<file path="config.mk">
export PLATFORM = sky130hd
export DESIGN_NAME = serial_subtractor_flat
export DESIGN_NICKNAME = d
export VERILOG_FILES = /design/src/rtl/serial_subtractor_if.sv /design/src/rtl/serial_subtractor.sv /design/src/flat_wrapper.sv
export SDC_FILE = /design/constraint.sdc
export NUM_CORES = 1
export LEC_CHECK = 0
export BUFFER_PORTS_ARGS = -buffer_cell sky130_fd_sc_hd__buf_4
export CAP_MARGIN = 10
export CORE_MARGIN = 4
export CORE_UTILIZATION = 29
export CTS_CLUSTER_DIAMETER = 30
export CTS_CLUSTER_SIZE = 8
export DETAILED_ROUTE_END_ITERATION = 12
export PLACE_DENSITY = 0.47
export SETUP_SLACK_MARGIN = 0.4
export SYNTH_ARGS = -nofsm -noshare
export SYNTH_HDL_FRONTEND = slang
export SYNTH_SLANG_ARGS = --single-unit
</file>
<file path="constraint.sdc">
create_clock -name clk -period 2.3 [get_ports clk]
set_input_delay 0.575 -clock clk [delete_from_list [all_inputs] [get_ports clk]]
set_output_delay 0.575 -clock clk [all_outputs]
set_load 0.05 [all_outputs]
</file>
<file path="src/rtl/serial_subtractor_if.sv">
// Valid/ready operand and result bundle for the bit-serial subtractor.
// The master drives operands and out_ready; the slave returns the result.
interface serial_subtractor_if #(
    parameter int BITS = 8
);
    logic [BITS-1:0] a;
    logic [BITS-1:0] b;
    logic            bin;
    logic            in_valid;
    logic            in_ready;
    logic [BITS-1:0] diff;
    logic            bout;
    logic            ovf;
    logic            out_valid;
    logic            out_ready;

    modport master (
        output a, b, bin, in_valid, out_ready,
        input  in_ready, diff, bout, ovf, out_valid
    );

    modport slave (
        input  a, b, bin, in_valid, out_ready,
        output in_ready, diff, bout, ovf, out_valid
    );
endinterface

</file>
<file path="src/rtl/serial_subtractor.sv">
// Bit-serial ripple-borrow subtractor: one full-subtractor cell and a borrow
// flop compute a - b - bin LSB first over BITS cycles behind valid/ready.
module serial_subtractor #(
    parameter int BITS = 8
) (
    input  logic                clk,
    input  logic                rst_n,
    serial_subtractor_if.slave  bus
);
    localparam int CW = (BITS > 1) ? $clog2(BITS) : 1;
    localparam logic [CW-1:0] LAST = CW'(BITS - 1);
    localparam logic [CW-1:0] PEN  = CW'(BITS - 2);

    typedef enum logic [1:0] {IDLE, BUSY, DONE} state_t;

    state_t          state, state_n;
    logic [BITS-1:0] a_sh, b_sh, diff_q;
    logic [CW-1:0]   cnt;
    logic            br, msb_bin, bout_q, ovf_q;
    logic            ai, bi, d, br_n;

    assign ai   = a_sh[0];
    assign bi   = b_sh[0];
    assign d    = ai ^ bi ^ br;
    assign br_n = (~ai & bi) | (~(ai ^ bi) & br);

    always_ff @(posedge clk or negedge rst_n) begin
        if (!rst_n) state <= IDLE;
        else        state <= state_n;
    end

    always_comb begin
        state_n = state;
        case (state)
            IDLE: if (bus.in_valid)  state_n = BUSY;
            BUSY: if (cnt == LAST)   state_n = DONE;
            DONE: if (bus.out_ready) state_n = IDLE;
            default:                 state_n = IDLE;
        endcase
    end

    always_ff @(posedge clk or negedge rst_n) begin
        if (!rst_n) begin
            a_sh    <= '0;
            b_sh    <= '0;
            diff_q  <= '0;
            cnt     <= '0;
            br      <= 1'b0;
            msb_bin <= 1'b0;
            bout_q  <= 1'b0;
            ovf_q   <= 1'b0;
        end else begin
            case (state)
                IDLE: if (bus.in_valid) begin
                    a_sh <= bus.a;
                    b_sh <= bus.b;
                    br   <= bus.bin;
                    cnt  <= '0;
                end
                BUSY: begin
                    a_sh   <= a_sh >> 1;
                    b_sh   <= b_sh >> 1;
                    br     <= br_n;
                    // Result enters at the MSB so bit 0 lands at diff[0] after BITS shifts
                    diff_q <= {d, diff_q[BITS-1:1]};
                    if (cnt == PEN) msb_bin <= br_n;
                    if (cnt == LAST) begin
                        bout_q <= br_n;
                        ovf_q  <= msb_bin ^ br_n;
                    end else begin
                        cnt <= cnt + 1'b1;
                    end
                end
                default: ;
            endcase
        end
    end

    assign bus.in_ready  = (state == IDLE);
    assign bus.out_valid = (state == DONE);
    assign bus.diff      = diff_q;
    assign bus.bout      = bout_q;
    assign bus.ovf       = ovf_q;
endmodule

</file>
<file path="src/flat_wrapper.sv">
// flat-port wrapper written by rule: the top's interface ports become plain ports
module serial_subtractor_flat 
#(
    parameter int BITS = 8
)
  (clk, rst_n, bus_a, bus_b, bus_bin, bus_in_valid, bus_out_ready, bus_in_ready, bus_diff, bus_bout, bus_ovf, bus_out_valid);
  serial_subtractor_if #(.BITS(BITS)) bus_i ();
  input  logic clk;
  input  logic rst_n;
  input wire logic [$bits(bus_i.a)-1:0] bus_a;
  input wire logic [$bits(bus_i.b)-1:0] bus_b;
  input wire logic [$bits(bus_i.bin)-1:0] bus_bin;
  input wire logic [$bits(bus_i.in_valid)-1:0] bus_in_valid;
  input wire logic [$bits(bus_i.out_ready)-1:0] bus_out_ready;
  output wire logic [$bits(bus_i.in_ready)-1:0] bus_in_ready;
  output wire logic [$bits(bus_i.diff)-1:0] bus_diff;
  output wire logic [$bits(bus_i.bout)-1:0] bus_bout;
  output wire logic [$bits(bus_i.ovf)-1:0] bus_ovf;
  output wire logic [$bits(bus_i.out_valid)-1:0] bus_out_valid;
  assign bus_i.a = bus_a;
  assign bus_i.b = bus_b;
  assign bus_i.bin = bus_bin;
  assign bus_i.in_valid = bus_in_valid;
  assign bus_i.out_ready = bus_out_ready;
  assign bus_in_ready = bus_i.in_ready;
  assign bus_diff = bus_i.diff;
  assign bus_bout = bus_i.bout;
  assign bus_ovf = bus_i.ovf;
  assign bus_out_valid = bus_i.out_valid;
  serial_subtractor #(.BITS(BITS)) u_core (.clk(clk), .rst_n(rst_n), .bus(bus_i));
endmodule
</file>
* Word-level counts from Yosys, hierarchy flattened
Index checks and enable logic that the tools add are counted.
** Storage, ports and cells
- Register bits :: 33
- Bits in latches :: 0
- Memory bits (writable) :: 0
- ROM bits :: 0
- Input bits :: 21
- Output and inout port bits :: 12
- Word-level logic and storage cells :: 46
- Memories kept :: 0
** Operators by class
- Add/sub/neg operators :: 1
- $mul :: 0
- Divide/modulo/power cells :: 0
- Order comparisons :: 0
- Equality and inequality tests :: 8
- Shift operators :: 0
- Multiplexer cells :: 13
- Bitwise logic cells :: 8
- Reduce and logical (&&, ||, !) cells :: 7
** Operators with widths (count)
- case mux 8 bit (2 select lines) :: 2
- two-way mux 8 bit :: 2
- equality test 3 bit (second input constant) :: 2
- two-way mux 2 bit :: 3
- two-way mux 3 bit :: 2
- inequality test 2 bit (second input constant) :: 3
- case mux 2 bit (3 select lines) :: 1
- case mux 3 bit (2 select lines) :: 1
- AND reduction 2 bit :: 3
- AND reduction 3 bit :: 2
- adder 3 x 1 -> 3 bit (second input constant) :: 1
- bitwise XOR 1 bit :: 3
- AND 1 bit :: 2
- equality test 2 x 1 -> 1 bit (second input constant) :: 1
- equality test 2 bit (second input constant) :: 1
- logical NOT 2 bit :: 1
- inequality test 2 x 1 -> 1 bit (second input constant) :: 1
- inverter 1 bit :: 2
- case mux 1 bit (2 select lines) :: 1
- nonzero test 2 bit :: 1
- two-way mux 1 bit :: 1
- OR 1 bit :: 1

* Logic depth before layout (Yosys ltp)
Gate-level depths: netlist of run 1.
- Word-level depth :: 5
- Depth in mapped cells :: 5
- Depth with buffers taken out :: 4

* Worst setup path after synthesis of run 1
No wires, ideal clock.
- Kind :: reg-to-output
- Start :: register u_core.state[1]
- End :: output port bus_in_ready
- Arrival time :: 1.414 ns
- Path slack :: 0.311 ns
- Cell stages (with the launch flop) :: 4
- Buffers on the path :: 2
- Cells stage by stage :: dfrtp_1 buf_6 buf_2 nor2_1
** Between the ends
- Word-level cells in the longest chain between the ends :: 1
** Ends and longest elaborated chain
- start, declared :: line serial_subtractor.sv:16 : state_t state, state_n;
- start signal, assigned :: line serial_subtractor.sv:29 : else state <= state_n;
- logical NOT 2 bit :: line serial_subtractor.sv:79 : assign bus.in_ready = (state == IDLE);
- end, declared :: line flat_wrapper.sv:15 : output wire logic [$bits(bus_i.in_ready)-1:0] bus_in_ready;
Every way passes these cells.

* Worst setup path after layout of run 1
Same ends and word-level chain as after synthesis.

==> results.md, run 1 <==
* Status: completed
* Layout area overhead at 23.3%
* Vias in the first global route at 1,143
* Cells after synthesis at 129
* Final wirelength at between 3000 and 4000 um
* CP Class: register to primary output
* Cell with the most instances after synthesis: dfrtp_1
* Max-cap violations at 0
* DR pass1 iterations at 4
* Starting Density at 30.8%
* Die Wd at ~83 um
* Worst-Margin Slew at 0.423 ns
* Seq cells post-synth at 33
* Top cells by area, synth: dfrtp_1 (51%), o221a_2 (7.0%), or4b_1 (6.8%), mux2_1 (6.3%), inv_1 (2.6%)
* PortBufs at 32
* CTS tree: built
* Most used DFF post-synth: dfrtp_1
* Reg power frac at 37.1%
* DP Wirelength at 2340 um
* Syn avg cell area at ~13 um^2
* Arr. time, crit path at 1.22 ns
* Die height at about 83 um
* Final hold vios at 0
* Register clock-pin slew on the reported worst setup and hold paths at roughly 0.07 ns
* Period utilization at 78.1%
* Hold Path Class: primary input to async pin
* Sequential element share of the synthesized area at 51.1%
* Asr flop ratio synth at 100%
* Core area at 5240 um^2
* Max VDD drop at 554 uV
* Slew headroom at 71.8%
* Clock Skews at 0.00455 ns
* Pwr Density at around 1400 nW/um^2
* ANT cells at 0
* Setup crit start: u_core.state[1]
* DRC at 0
* Switching Share at a little over two fifths
* Post-synth EDFFs at 0
* Total track usage at 10.9%
* Nets at 185
* Clk Latency, worst-skew pair at 0.28 ns
* First-pass GRT wire length at ~5500 um
* Max clock buf depth at 2
* Critical Path End Type: primary output
* Fillers at 516
* Synthesized cell area at 1620 um^2
* Setup crit start kind: register
* Final setup margin at 0.504 ns
* Most frequent cells after synthesis: dfrtp_1 (33), inv_1 (11), or4b_1 (11), o221a_2 (10), mux2_1 (9)
* RSZ-0062 raised after global routing: no
* Worst Path Required at 1.73 ns
* Switch Pwr at 1.19 mW
* Dpl ws at 0.663 ns
* Ports at 33
* Hold buffers post-CTS at 0
* Htree depth at 2
* Yosys top cell by area: dfrtp_1
* CTS Buf Count at 5
* Via-per-instance ratio at 4.96
* Final setup vio count at 0
* Root buffer cell: clkbuf_8
* Initial antenna violation count at 0
* Congestion Overflow GR at 0
* Leakage Power at 0.911 nW
* Post-route ant nets at 0
* Fmax at 557 MHz
* Fin. max-slew vios at 0
* Die ar. at between 6000 and 7000 um^2
* Clk pwr share at 14.7%
* Routed wire per std cell at 15.0 um
* Total number of vias at 1,145
* Yosys cell types at 31
* Comb pwr share at about half
* Setup TNS at 0 ns
* Warnings, synthesis at 0
* Critical-path maximum fanout at 18
* Min Tclk post-route at roughly 1.8 ns
* DR iter-0 viols at 107
* CTS Sinks at 33
* Syn nets at 154
* Rows at 26
* R2r startpoint: u_core.cnt[0]
* Final Wtd Congestion at 0.699
* Synth top area share at about half
* Internal power at 1.64 mW
* Largest net degree at the start of global routing at 34
* Layout cells sized above 1 at 34.2%
power groups by stage:
stage / clock network, mW / registers (mW) / logic [mW]
final: 0.415 / 1.05 / 1.37
after global routing: 0.461 / 1.09 / 1.49
after CTS: 0.434 / 1.05 / 1.38
after detailed placement: 0 / 1.06 / 1.37
after global placement: 0 / 1.04 / 1.35
after floorplan: 0 / 1.31 / 0.750
kinds of logic (layout without fill, tap and decap cells):
logic type | after synthesis | after routing | share of synthesized area, %
compound gates | 24 | 24 | 14.3
mux | 11 | 11 | 7.51
simple gates | 34 | 34 | 16.4
fa+ha+maj | 4 | 4 | 3.56
flops | 33 | 33 | 51.1
xor+xnor | 1 | 1 | 0.542
buf+inv | 22 | 54 | 6.58
sequential cells by signal, summed over array words and instances (netlist names):
| signal | flops |
|---|---|
| u_core.a_sh | 8 |
| u_core.b_sh | 8 |
| u_core.br | 1 |
| u_core.bus.bout | 1 |
| u_core.bus.diff | 8 |
| u_core.bus.ovf | 1 |
| u_core.cnt | 3 |
| u_core.msb_bin | 1 |
| u_core.state | 2 |
layout by cell type (no fill, tap or decap):
cell type and count:
clkbuf_1 1, a211o_1 2, a21oi_1 1, nand3_1 3, nor2b_1 5, nor3b_1 3, fa_1 1, mux2i_1 2
or4b_1 11, nand2b_1 5, nor4bb_1 2, o21ba_2 1, o221a_2 10, o21bai_1 1, clkinv_2 2, mux2_1 9
ha_1 3, dfrtp_2 1, o21ai_1 1, dfrtp_1 32, nand3b_1 1, a211oi_1 1, clkbuf_8 5, inv_1 11
nor4b_1 1, o221ai_1 2, buf_4 35, a222oi_1 4, o211ai_1 1, or2_1 1, xnor2_1 1, nor2_4 1
nand4b_1 1
through the flow:
step / utilization [%] / instances / cell area (um^2) / hold WS, ns / power [mW]
after detailed placement: 36.3 / 223 / 1900 / 0.490 / 2.43
final: 38.0 / 231 / 1990 / 0.229 / 2.83
after CTS: 37.9 / 231 / 1990 / 0.246 / 2.86
after global routing: 38.0 / 231 / 1990 / 0.260 / 3.04
after global placement: 36.3 / 223 / 1900 / 0.479 / 2.39
after floorplan: - / 129 / 1620 / 0.279 / 2.06
final timing paths:
check                      cells past startpoint            endpoint  slack [ns]
max reg2reg                                    4       u_core.cnt[0]        0.76
min reg2reg                                    1  u_core.bus.diff[0]        0.50
max in group asynchronous                      1     u_core.state[1]        1.74
min                                            1  u_core.bus.diff[7]        0.23
max                                            2        bus_in_ready        0.50
min in group clk                               2     u_core.state[1]        0.47
layer usage:
metal	vias to the layer above	track usage, %	share of wire, %
met5	-	0	0
met1	565	13.5	43
li1	551	-	-
met4	0	5.39	1.6
met2	24	17.4	50
met3	5	2.93	4.8
cell type report:
cell class	instances	area [um^2]	area share, %
inverter	11	41.3	2.07
clock inverter	2	10.0	0.503
multi-input combinational	74	691	34.7
clock buffer	6	72.6	3.64
tap	70	87.6	4.40
sequential	33	827	41.5
timing repair buffer	35	263	13.2
critical path, stage by stage (launching register included):
cell,delay [ns]
dfrtp_2,0.52
nor2_4,0.20
buf_4,0.22
timing repair:
action,CTS,global route
gates resized for setup,1,1
endpoints found under the hold margin,0,0
endpoints found under the setup margin,2,1
setup buffers,0,0
Power figures use the tool's default switching activity.
==> inputs of run 2 (changes only) <==
ABC_AREA = 1   (was not set)
clock period = 1.7 ns   (was 2.3 ns; I/O delays follow)
==> run 2 against run 1 <==
Cell count increased by 41%. Sequential share of layout area decreased by 5.4 points. Total power increased by 63%. Flip-flop and latch count unchanged. Area after synthesis decreased by 0.77%. Combinational power increased by 88%. Clock skew increased by 0.0025 ns. Sequential power increased by 30%. Register-to-register slack got worse by 0.45 ns. Via count increased by 26%. Largest cell class unchanged.
==> results.md, run 2 <==
* Status: completed (unchanged)
* Max-cap violations at 0 (unchanged)
* Final setup vio count at 0 (unchanged)
* Clk Latency, worst-skew pair at 0.29 ns (was 0.28 ns)
* CTS tree: built (unchanged)
* Setup crit start: u_core.state[0] (was u_core.state[1])
* Worst Path Required at 1.27 ns (was 1.73 ns)
* Final hold vios at 0 (unchanged)
* Most frequent cells after synthesis: nand2_1 (104), dfrtp_1 (33), nand3_1 (21), inv_1 (11), o21ai_0 (8) (was dfrtp_1 (33), inv_1 (11), or4b_1 (11), o221a_2 (10), mux2_1 (9))
* Routed wire per std cell at 12.3 um (was 15.0 um)
* Critical-path maximum fanout at 3 (was 18)
* DRC at 0 (unchanged)
* Final wirelength at 4010 um (was 3460 um)
* Layout cells sized above 1 at 29.0% (was 34.2%)
* Total track usage at 13.1% (was 10.9%)
* DR pass1 iterations at 4 (unchanged)
* Dpl ws at 0.339 ns (was 0.663 ns)
* Core area at 5240 um^2 (unchanged)
* CP Class: register to primary output (unchanged)
* Total number of vias at 1,444 (was 1,145)
* Fmax at 687 MHz
* Via-per-instance ratio at 4.44 (was 4.96)
* Congestion Overflow GR at 0 (unchanged)
* Cell with the most instances after synthesis: nand2_1 (was dfrtp_1)
* Min Tclk post-route at between 1 and 1.5 ns
* Synth top area share at 51.5% (was 51.1%)
* Max clock buf depth at 2 (unchanged)
* Cell Count, Final, Fillers Out at 325 (was 231)
* Most common cell after layout, fill and taps aside: nand2_1 (was buf_4)
* RSZ-0062 raised after global routing: yes (was no)
* Ports at 33 (unchanged)
* Leakage Power at 1.23 nW (was 0.911 nW)
* Die Wd at 82.3 um (was 82.6 um)
* Register clock-pin slew on the reported worst setup and hold paths at 0.07 ns (about the same)
* Critical Path End Type: primary output (unchanged)
* Cells after synthesis at 202 (was 129)
* Final setup margin at 0.244 ns (was 0.504 ns)
* Warnings, synthesis at 0 (unchanged)
* Sequential element share of the synthesized area at 51.5% (was 51.1%)
* Commonest cells after routing, fill and taps aside: nand2_1 (101), dfrtp_1 (31), buf_4 (30) (was buf_4 (35), dfrtp_1 (32), inv_1 (11), or4b_1 (11), o221a_2 (10))
* Hold buffers post-CTS at 0 (unchanged)
* First-pass GRT wire length at 6520 um (was 5460 um)
* Die height at 82.3 um (was 82.6 um)
* Seq cells post-synth at 33 (unchanged)
* DR iter-0 viols at 114 (was 107)
* Period utilization at 85.6%
* Slew headroom at 70.7% (was 71.8%)
* PortBufs at 32 (unchanged)
* Yosys cell types at 17 (was 31)
* Hold Path Class: primary input to async pin (unchanged)
* Asr flop ratio synth at 100% (unchanged)
* ANT cells at 0 (unchanged)
* Root buffer cell: clkbuf_8 (unchanged)
* Largest net degree at the start of global routing at 34 (unchanged)
* Fillers at 545 (was 516)
* Fin. max-slew vios at 0 (unchanged)
* CTS Buf Count at 5 (unchanged)
* Synthesized cell area at 1600 um^2 (was 1620 um^2)
* Rows at 26 (unchanged)
* Max VDD drop at 827 uV (was 554 uV)
* Most used DFF post-synth: dfrtp_1 (unchanged)
* Syn avg cell area at 7.93 um^2 (was 12.5 um^2)
* Arr. time, crit path at 1.03 ns (was 1.22 ns)
* Setup crit start kind: register (unchanged)
* Top cells by area, synth: dfrtp_1 (52%), nand2_1 (24%), nand3_1 (6.6%), inv_1 (2.6%), o21ai_0 (2.5%) (was dfrtp_1 (51%), o221a_2 (7.0%), or4b_1 (6.8%), mux2_1 (6.3%), inv_1 (2.6%))
* Htree depth at 2 (unchanged)
* Final Wtd Congestion at 0.775 (was 0.699)
* R2r startpoint: u_core.state[0] (was u_core.cnt[0])
* Pwr Density at 2010 nW/um^2 (was 1420 nW/um^2)
* Starting Density at 30.6% (was 30.8%)
* DP Cell Count at 301 (was 223)
* Setup TNS at 0 ns (unchanged)
* DP Wirelength at 2460 um (was 2340 um)
* Post-synth EDFFs at 0 (unchanged)
* CTS Sinks at 33 (unchanged)
* Layout area overhead at 42.9% (was 23.3%)
* Die ar. at 6780 um^2 (was 6830 um^2)
* Syn nets at 227 (was 154)
* Post-route ant nets at 0 (unchanged)
* Initial antenna violation count at 0 (unchanged)
* Vias in the first global route at 1,363 (was 1,143)
* Yosys top cell by area: dfrtp_1 (unchanged)
* Hold_ws at 0.0815 ns (was 0.229 ns)
* Worst-Margin Slew at 0.440 ns (was 0.423 ns)
* Clock Skews at 0.00706 ns (was 0.00455 ns)
* Nets at 279 (was 185)
-- run 2: changes by cell type after synthesis, moves of 3 or more --
cell and change:
nand2b_1 -5, nor2b_1 -5, or4b_1 -11, o21ai_0 +8, mux2_1 -9, o221a_2 -10, nand3_1 +18, a222oi_1 -4
nand4_1 +4, buf_4 +3, buf_2 -3, nor3b_1 -3, nand2_1 +104
-- run 2: routing by layer --
metal  global-route usage [%]  wire [um]  vias up
li1                         -          -      733
met4                     3.99         44        0
met1                     17.8       1960      674
met5                        0          0        -
met2                     19.3       1770       33
met3                     4.66        244        4
-- run 2: cell families (layout without fill, tap and decap cells) --
group,count (synthesis),in the layout,synth area share [%]
compound gates,9,9,3.51
xor+xnor,1,1,0.547
fa+ha+maj,4,4,3.59
buf+inv,22,75,7.26
flops,33,33,51.5
simple gates,133,133,33.6
-- run 2: path summary, 6_finish.rpt --
path	slack, ns	endpoint	depth (start not counted)
worst min-delay path	0.08	u_core.a_sh[7]	1
worst max-delay path	0.24	bus_in_ready	2
max in group asynchronous	1.28	u_core.state[0]	1
worst min register to register	0.48	u_core.a_sh[7]	2
worst max register to register	0.31	u_core.a_sh[0]	7
min in group clk	0.36	u_core.a_sh[7]	3
-- run 2: where the power goes --
part | switching (mW) | total [mW] | leakage, nW | internal [mW]
Combinational | 1.47 | 2.58 | 0.765 | 1.11
Clock | 0.291 | 0.657 | 0.0542 | 0.366
Sequential | 0.228 | 1.37 | 0.415 | 1.14
-- run 2: metrics by stage --
step	area (um^2)	power [mW]	util, %
2_1_floorplan	1620	2.85	-
3_3_place_gp	1920	3.37	36.7
3_5_place_dp	1920	3.39	36.7
4_1_cts	2180	4.41	41.7
5_1_grt	2290	4.98	43.7
6_report	2290	4.60	43.7
-- run 2: final cells by class --
class	instances	area [um^2]	share of cell area, %
flip-flops and latches	33	828	36.2
multi-input cells	147	693	30.3
repair buffers	54	527	23.0
clock buffers	7	96.3	4.21
well taps	70	87.6	3.82
inverters	13	53.8	2.35
clock inverters	1	5.00	0.218
-- run 2: timing repair --
item | 4_1_cts | 5_1_grt
gates cloned | 3 | 2
buffers inserted | 8 | 3
resized for setup | 19 | 19
pin swaps | 4 | 4
setup endpoints to repair | 14 | 42
-- run 2: worst max-delay path, stage by stage, from the launching register on --
cell and delay (ns):
dfrtp_2 0.45, nor2_4 0.14, buf_8 0.15
